File: src/rtl/hazard_sb_if.sv
// Signal bundle between the pipeline datapath and the hazard/scoreboard controller.
// Long-op contract: an op issues on the clock where longE=1 and stallE=0; long_done marks its writeback.
interface hazard_sb_if #(
    parameter int NREG  = 32,
    parameter int AW    = 5,
    parameter int NSRC  = 2,
    parameter int CNT_W = 32
);
    logic                i_wait;
    logic                d_wait;
    logic                dbranch;
    logic [NSRC*AW-1:0]  ra_d;
    logic                wr_d;
    logic [AW-1:0]       dst_d;
    logic                long_d;
    logic [NSRC*AW-1:0]  ra_e;
    logic [AW-1:0]       edst;
    logic [AW-1:0]       mdst;
    logic [AW-1:0]       wdst;
    logic                wrE;
    logic                wrM;
    logic                wrW;
    logic                memrdE;
    logic                memrdM;
    logic                longE;
    logic                long_done;
    logic [AW-1:0]       long_dst;

    logic                stallF;
    logic                stallD;
    logic                stallE;
    logic                stallM;
    logic                flushD;
    logic                flushE;
    logic                flushW;
    logic [NSRC-1:0]     fwd_d;
    logic [NSRC*2-1:0]   fwd_e;
    logic                sb_busy;
    logic [CNT_W-1:0]    stall_cycles;
    logic [NREG-1:0]     dbgPending;
    logic [2:0]          dbgLongCnt;

    modport master (
        output i_wait, d_wait, dbranch, ra_d, wr_d, dst_d, long_d, ra_e,
               edst, mdst, wdst, wrE, wrM, wrW, memrdE, memrdM, longE,
               long_done, long_dst,
        input  stallF, stallD, stallE, stallM, flushD, flushE, flushW,
               fwd_d, fwd_e, sb_busy, stall_cycles, dbgPending, dbgLongCnt
    );

    modport slave (
        input  i_wait, d_wait, dbranch, ra_d, wr_d, dst_d, long_d, ra_e,
               edst, mdst, wdst, wrE, wrM, wrW, memrdE, memrdM, longE,
               long_done, long_dst,
        output stallF, stallD, stallE, stallM, flushD, flushE, flushW,
               fwd_d, fwd_e, sb_busy, stall_cycles, dbgPending, dbgLongCnt
    );
endinterface

File: src/rtl/hazard_sb.sv
// Hazard controller for the 5-stage core with a register scoreboard tracking
// out-of-order writeback of long-latency (mul/div) ops.
module hazard_sb #(
    parameter int NREG     = 32,
    parameter int AW       = 5,
    parameter int NSRC     = 2,
    parameter int MAX_LONG = 2,
    parameter int CNT_W    = 32
) (
    input  logic        clk,
    input  logic        reset,
    hazard_sb_if.slave  hz
);
    localparam int LCW = 3;

    typedef enum logic [1:0] {
        MODE_NORMAL,
        MODE_IWAIT,
        MODE_DWAIT,
        MODE_RESET
    } mode_t;

    mode_t             mode;
    logic [NREG-1:0]   pending;
    logic [NREG-1:0]   pendingNext;
    logic [LCW-1:0]    longCnt;
    logic [CNT_W-1:0]  stallCycles;

    logic matchE, matchM, srcPend;
    logic lwStall, brStall, sbStall, capStall, hazStall, issue;
    logic stallF, stallD, stallE, stallM, flushD, flushE, flushW;
    logic [NSRC-1:0]   fwdD;
    logic [NSRC*2-1:0] fwdE;

    always_comb begin : mode_sel
        if (reset)          mode = MODE_RESET;
        else if (hz.d_wait) mode = MODE_DWAIT;
        else if (hz.i_wait) mode = MODE_IWAIT;
        else                mode = MODE_NORMAL;
    end

    always_comb begin : hazard_detect
        logic [AW-1:0] src;
        src     = '0;
        matchE  = 1'b0;
        matchM  = 1'b0;
        srcPend = 1'b0;
        for (int i = 0; i < NSRC; i++) begin
            src = hz.ra_d[i*AW +: AW];
            if (src != '0) begin
                if (src == hz.edst)  matchE  = 1'b1;
                if (src == hz.mdst)  matchM  = 1'b1;
                if (pending[src])    srcPend = 1'b1;
            end
        end
        lwStall  = hz.memrdE & hz.wrE & matchE;
        brStall  = hz.dbranch & ((hz.wrE & matchE) | (hz.memrdM & matchM));
        // pending[0] is never set, so dst_d == x0 cannot raise a WAW stall.
        sbStall  = srcPend | (hz.wr_d & pending[hz.dst_d]);
        capStall = hz.long_d & (longCnt == LCW'(MAX_LONG)) & ~hz.long_done;
        hazStall = lwStall | brStall | sbStall | capStall;
    end

    always_comb begin : ctrl_out
        logic [AW-1:0] r;
        r      = '0;
        stallF = 1'b0;
        stallD = 1'b0;
        stallE = 1'b0;
        stallM = 1'b0;
        flushD = 1'b0;
        flushE = 1'b0;
        flushW = 1'b0;
        fwdD   = '0;
        fwdE   = '0;
        unique case (mode)
            MODE_RESET: ;
            MODE_DWAIT: begin
                stallF = 1'b1;
                stallD = 1'b1;
                stallE = 1'b1;
                stallM = 1'b1;
                flushW = 1'b1;
            end
            MODE_IWAIT: begin
                stallF = 1'b1;
                if (hz.dbranch) begin
                    stallD = 1'b1;
                    flushE = 1'b1;
                end else begin
                    flushD = 1'b1;
                end
            end
            MODE_NORMAL: begin
                stallD = hazStall;
                stallF = hazStall;
                flushE = hazStall;
                flushD = hz.dbranch & ~hazStall;
                // The long unit result outranks M/W: it is the newest write to that register.
                for (int i = 0; i < NSRC; i++) begin
                    r = hz.ra_e[i*AW +: AW];
                    if (r != '0) begin
                        if (hz.long_done && hz.long_dst == r) fwdE[i*2 +: 2] = 2'b11;
                        else if (hz.wrM && hz.mdst == r)      fwdE[i*2 +: 2] = 2'b10;
                        else if (hz.wrW && hz.wdst == r)      fwdE[i*2 +: 2] = 2'b01;
                    end
                    r = hz.ra_d[i*AW +: AW];
                    fwdD[i] = (r != '0) && hz.wrM && (hz.mdst == r);
                end
            end
        endcase
    end

    assign issue = hz.longE & ~hz.d_wait & ~stallE;

    always_comb begin : sb_next
        pendingNext = pending;
        if (hz.long_done) pendingNext[hz.long_dst] = 1'b0;
        if (issue && hz.wrE && hz.edst != '0) pendingNext[hz.edst] = 1'b1;
        pendingNext[0] = 1'b0;
    end

    always_ff @(posedge clk) begin
        if (reset) begin
            pending     <= '0;
            longCnt     <= '0;
            stallCycles <= '0;
        end else begin
            pending <= pendingNext;
            if (issue && !hz.long_done)
                longCnt <= longCnt + 1'b1;
            else if (!issue && hz.long_done && longCnt != '0)
                longCnt <= longCnt - 1'b1;
            if (stallD) stallCycles <= stallCycles + 1'b1;
        end
    end

    always_ff @(posedge clk) begin
        if (!reset) assert (!(hz.long_done && longCnt == '0));
    end

    assign hz.stallF       = stallF;
    assign hz.stallD       = stallD;
    assign hz.stallE       = stallE;
    assign hz.stallM       = stallM;
    assign hz.flushD       = flushD;
    assign hz.flushE       = flushE;
    assign hz.flushW       = flushW;
    assign hz.fwd_d        = fwdD;
    assign hz.fwd_e        = fwdE;
    assign hz.sb_busy      = |pending;
    assign hz.stall_cycles = stallCycles;
    assign hz.dbgPending   = pending;
    assign hz.dbgLongCnt   = longCnt;
endmodule

File: src/flat_wrapper.sv
// flat-port wrapper written by rule: the top's interface ports become plain ports
module hazard_sb_flat 
#(
    parameter int NREG     = 32,
    parameter int AW       = 5,
    parameter int NSRC     = 2,
    parameter int MAX_LONG = 2,
    parameter int CNT_W    = 32
)
  (clk, reset, hz_i_wait, hz_d_wait, hz_dbranch, hz_ra_d, hz_wr_d, hz_dst_d, hz_long_d, hz_ra_e, hz_edst, hz_mdst, hz_wdst, hz_wrE, hz_wrM, hz_wrW, hz_memrdE, hz_memrdM, hz_longE, hz_long_done, hz_long_dst, hz_stallF, hz_stallD, hz_stallE, hz_stallM, hz_flushD, hz_flushE, hz_flushW, hz_fwd_d, hz_fwd_e, hz_sb_busy, hz_stall_cycles, hz_dbgPending, hz_dbgLongCnt);
  hazard_sb_if #(.NREG(NREG), .AW(AW), .NSRC(NSRC), .CNT_W(CNT_W)) hz_i ();
  input  logic clk;
  input  logic reset;
  input wire logic [$bits(hz_i.i_wait)-1:0] hz_i_wait;
  input wire logic [$bits(hz_i.d_wait)-1:0] hz_d_wait;
  input wire logic [$bits(hz_i.dbranch)-1:0] hz_dbranch;
  input wire logic [$bits(hz_i.ra_d)-1:0] hz_ra_d;
  input wire logic [$bits(hz_i.wr_d)-1:0] hz_wr_d;
  input wire logic [$bits(hz_i.dst_d)-1:0] hz_dst_d;
  input wire logic [$bits(hz_i.long_d)-1:0] hz_long_d;
  input wire logic [$bits(hz_i.ra_e)-1:0] hz_ra_e;
  input wire logic [$bits(hz_i.edst)-1:0] hz_edst;
  input wire logic [$bits(hz_i.mdst)-1:0] hz_mdst;
  input wire logic [$bits(hz_i.wdst)-1:0] hz_wdst;
  input wire logic [$bits(hz_i.wrE)-1:0] hz_wrE;
  input wire logic [$bits(hz_i.wrM)-1:0] hz_wrM;
  input wire logic [$bits(hz_i.wrW)-1:0] hz_wrW;
  input wire logic [$bits(hz_i.memrdE)-1:0] hz_memrdE;
  input wire logic [$bits(hz_i.memrdM)-1:0] hz_memrdM;
  input wire logic [$bits(hz_i.longE)-1:0] hz_longE;
  input wire logic [$bits(hz_i.long_done)-1:0] hz_long_done;
  input wire logic [$bits(hz_i.long_dst)-1:0] hz_long_dst;
  output wire logic [$bits(hz_i.stallF)-1:0] hz_stallF;
  output wire logic [$bits(hz_i.stallD)-1:0] hz_stallD;
  output wire logic [$bits(hz_i.stallE)-1:0] hz_stallE;
  output wire logic [$bits(hz_i.stallM)-1:0] hz_stallM;
  output wire logic [$bits(hz_i.flushD)-1:0] hz_flushD;
  output wire logic [$bits(hz_i.flushE)-1:0] hz_flushE;
  output wire logic [$bits(hz_i.flushW)-1:0] hz_flushW;
  output wire logic [$bits(hz_i.fwd_d)-1:0] hz_fwd_d;
  output wire logic [$bits(hz_i.fwd_e)-1:0] hz_fwd_e;
  output wire logic [$bits(hz_i.sb_busy)-1:0] hz_sb_busy;
  output wire logic [$bits(hz_i.stall_cycles)-1:0] hz_stall_cycles;
  output wire logic [$bits(hz_i.dbgPending)-1:0] hz_dbgPending;
  output wire logic [$bits(hz_i.dbgLongCnt)-1:0] hz_dbgLongCnt;
  assign hz_i.i_wait = hz_i_wait;
  assign hz_i.d_wait = hz_d_wait;
  assign hz_i.dbranch = hz_dbranch;
  assign hz_i.ra_d = hz_ra_d;
  assign hz_i.wr_d = hz_wr_d;
  assign hz_i.dst_d = hz_dst_d;
  assign hz_i.long_d = hz_long_d;
  assign hz_i.ra_e = hz_ra_e;
  assign hz_i.edst = hz_edst;
  assign hz_i.mdst = hz_mdst;
  assign hz_i.wdst = hz_wdst;
  assign hz_i.wrE = hz_wrE;
  assign hz_i.wrM = hz_wrM;
  assign hz_i.wrW = hz_wrW;
  assign hz_i.memrdE = hz_memrdE;
  assign hz_i.memrdM = hz_memrdM;
  assign hz_i.longE = hz_longE;
  assign hz_i.long_done = hz_long_done;
  assign hz_i.long_dst = hz_long_dst;
  assign hz_stallF = hz_i.stallF;
  assign hz_stallD = hz_i.stallD;
  assign hz_stallE = hz_i.stallE;
  assign hz_stallM = hz_i.stallM;
  assign hz_flushD = hz_i.flushD;
  assign hz_flushE = hz_i.flushE;
  assign hz_flushW = hz_i.flushW;
  assign hz_fwd_d = hz_i.fwd_d;
  assign hz_fwd_e = hz_i.fwd_e;
  assign hz_sb_busy = hz_i.sb_busy;
  assign hz_stall_cycles = hz_i.stall_cycles;
  assign hz_dbgPending = hz_i.dbgPending;
  assign hz_dbgLongCnt = hz_i.dbgLongCnt;
  hazard_sb #(.NREG(NREG), .AW(AW), .NSRC(NSRC), .MAX_LONG(MAX_LONG), .CNT_W(CNT_W)) u_core (.clk(clk), .reset(reset), .hz(hz_i));
endmodule
File: config.mk
export PLATFORM = sky130hd
export DESIGN_NAME = hazard_sb_flat
export DESIGN_NICKNAME = d
export VERILOG_FILES = /design/src/rtl/hazard_sb_if.sv /design/src/rtl/hazard_sb.sv /design/src/flat_wrapper.sv
export SDC_FILE = /design/constraint.sdc
export NUM_CORES = 1
export LEC_CHECK = 0
export ABC_AREA = 1
export ABC_CLOCK_PERIOD_IN_PS = 2000
export BUFFER_PORTS_ARGS = -buffer_cell sky130_fd_sc_hd__buf_2
export CORE_MARGIN = 2
export CORE_UTILIZATION = 45
export DETAILED_ROUTE_END_ITERATION = 8
export PLACE_DENSITY = 0.73
export SLEW_MARGIN = 10
export SYNTH_ARGS = -nofsm -noshare
export SYNTH_HDL_FRONTEND = slang
export SYNTH_SLANG_ARGS = --single-unit
export TNS_END_PERCENT = 1
File: constraint.sdc
create_clock -name clk -period 2 [get_ports clk]
set_input_delay 0.1 -clock clk [delete_from_list [all_inputs] [get_ports clk]]
set_output_delay 0.1 -clock clk [all_outputs]
set_load 0.02 [all_outputs]
==> metrics.yaml <==
status:
  status: "finished, violations left"
  violations: "setup timing"
clocking:
  clk_pin_slew_worst_paths_ns: 0.06
  htreeDepth: 3
  cts_sinks: 66
  numCtsBuffers: 9
  cts_tree: "built"
  cts_buffer_depth: 2
  cts-root-buf: "clkbuf_16"
  hold_buffers: 0
  insertion_delay_ns: 0.33
sta:
  finalMaxSlewViolations: 0
  fin_skew_ns: 0.00798
  timing.final.ws_setup_ns: -0.00193
  rsz0062_at_grt: "yes"
  tightest_slew_ns: 0.668
  finalCritPeriodShare_pct: 100
  max_freq_ghz: 0.500
  period_minus_slack_ns: 2.00
  setup-violations-final: 1
  slew_headroom_pct: 55.1
  hold_viol: 0
power:
  peakVddDrop_mv: 0.547
  p_leak_nw: 3.44
  cellPowerDensity_nw_per_um2: 545
  power_mw: 3.84
yosys:
  ys_ff_latch: 66
  ys_seq_area_share_pct: 25.1
  yosys_warnings: 0
  synth_area_per_cell_um2: 5.88
  ys_top_cells_by_count: "nand2_1 (239), nand3_1 (122), inv_1 (114), nor2_1 (75), a21oi_1 (74)"
  synth_top_area_share_pct: 25.1
  synth-main-ff-cell: "dfxtp_1"
  netlist_area_um2: 5270
  synth-edff-count: 0
  synth.area.top_cells: "dfxtp_1 (25%), nand2_1 (17%), nand3_1 (12%), inv_1 (8.1%), a21oi_1 (7.0%)"
  async_reset_ff_share_pct: 0
  ys_types: 35
  synth_nets: 961
  syn_inst: 896
  yosysMostFrequentCell: "nand2_1"
  synth_area_leader_cell: "dfxtp_1"
placement:
  place_ws_ns: -0.0350
  placed_cells: 1200
  placed_cell_area_um2: 6400
  dp_hpwl_mm: 13.8
  gp_congestion: 0.997
  portBuffers: 138
global_route:
  grt_pass1_wl_mm: 29.5
  track_usage_pct: 28.2
  overflow: 0
  grt_pass1_vias: 6057
  antenna_found_initial: 0
  grt_max_degree: 46
setup_path:
  path_class: "register to output port"
  slowest_stage: "dfxtp_2"
  cp_max_fo: 3
  cp.arrival_ns: 1.90
  path_cells: "inv_1 -> nand2_1 -> nand3_1 -> nand3_1 -> nand3_1 -> nand3_1 -> nand2_2 -> nand3_2 -> o21bai_4 -> nand3_4 -> nand2_4 -> inv_2 -> buf_6"
  crit_required_ns: 1.90
  slowest_delay_ns: 0.34
  startpoint_type: "register"
  crit_top_cell: "nand3_1"
  cp-end-kind: "output port"
final_layout:
  syn2layout_area_growth_pct: 33.7
  drive_above_1_share_pct: 28.4
  instances_no_fill: 1220
  post-route-util_pct: 61.7
  final_area_um2: 7040
  nets: 1137
  diodes: 0
routing:
  wl_mm: 18.1
  drt_iter0_drc: 592
  viasPerCell: 5.44
  ant_nets: 0
  wl_per_cell_um: 14.9
  drc: 0
  dr_total_vias: 6641
  firstDrtPassIters: 5
floorplanning:
  dieArea_um2: 12600
  row_count: 39
  start_util_pct: 46.1
  pin_count: 140
  die_x_um: 112
  die_y_um: 112
  fp.coreArea_um2: 11400
job:
  max-cap-violations: 0
min_path:
  hold_class: "primary input to register"
-- cells by family (layout without fill, tap and decap cells) --
kind of cell / after synthesis / in the layout / synth area share (%)
simple gates: 491 / 491 / 40.1
buf+inv: 157 / 338 / 13.3
compound gates: 155 / 155 / 16.5
flops: 66 / 66 / 25.1
xor+xnor: 20 / 20 / 3.33
fa+ha+maj: 6 / 6 / 1.57
other cells: 1 / 1 / 0.0712
-- area by class of cell --
| class | instances | area, um2 |
|---|---|---|
| Clock inverter | 7 | 100 |
| Sequential cell | 66 | 1380 |
| Clock buffer | 9 | 225 |
| Multi-Input combinational cell | 673 | 3470 |
| Inverter | 117 | 439 |
| Tap cell | 143 | 179 |
| Fill cell | 1106 | 4380 |
| Timing Repair Buffer | 205 | 1250 |
-- per-layer routing --
layer / track usage (%) / routed length (um) / share of wire, % / up-vias
met5: 0 / 0 / 0 / -
met4: 9.76 / 386 / 2.1 / 0
met3: 3.73 / 1490 / 8.2 / 34
met2: 46.6 / 8400 / 46 / 306
met1: 38.0 / 7860 / 43 / 2988
li1: - / - / - / 3313
-- cell usage in the layout (no fill, tap or decap), drive strengths merged, types with 5 or more instances in the layout --
master    n
xor2     11
nor4     14
clkbuf    9
inv     119
xnor2     9
a221oi    7
o22ai    10
ha        5
nor3     24
nand4    11
dfxtp    66
nor2     75
o21ai    48
o211ai   11
a21oi    74
nand2   240
nand3   124
buf     205
-- final timing paths --
kind                              startpoint                    endpoint  slack (ns)  cells past startpoint
hold / removal                    hz_edst[1]    u_core.hz.dbgPending[10]        0.13                      3
setup / recovery    u_core.hz.dbgPending[14]                   hz_stallD      -0.002                     13
setup reg to reg    u_core.hz.dbgPending[14]   u_core.hz.stall_cycles[5]        0.02                     15
hold reg to reg   u_core.hz.stall_cycles[31]  u_core.hz.stall_cycles[31]        0.49                      2
-- sequential cells by signal, indices dropped and copies added, names as in the netlist --
register,cells
u_core.hz.stall_cycles,32
u_core.hz.dbgPending,31
u_core.hz.dbgLongCnt,3
-- where the power goes --
| group | total (mW) | leakage [nW] | internal (mW) | switching, mW |
|---|---|---|---|---|
| Sequential | 1.34 | 0.547 | 1.32 | 0.0184 |
| Clock | 1.72 | 0.160 | 1.10 | 0.619 |
| Combinational | 0.775 | 2.73 | 0.291 | 0.484 |
-- worst max-delay path, delay by kind of cell, from the launching register on --
kind            cells  cell delay [ns]
simple gates        9             0.84
flops               1             0.34
buf+inv             3             0.24
compound gates      1             0.16
-- repair_timing --
| action | 4_1_cts | 5_1_grt |
|---|---|---|
| setup endpoints to repair | 9 | 31 |
| setup buffers | 3 | 3 |
| gates resized for setup | 43 | 59 |
| pin swaps | 8 | 14 |
-- stage by stage --
stage | hold WS, ns | setup TNS [ns]
finish | 0.133 | -0.00193
global route | 0.131 | -1.55
CTS | 0.116 | -0.0404
detailed placement | 0.466 | -0.0350
global placement | 0.456 | 0
floorplan | 0.312 | -0.0350
(Power assumes the default switching activity.)
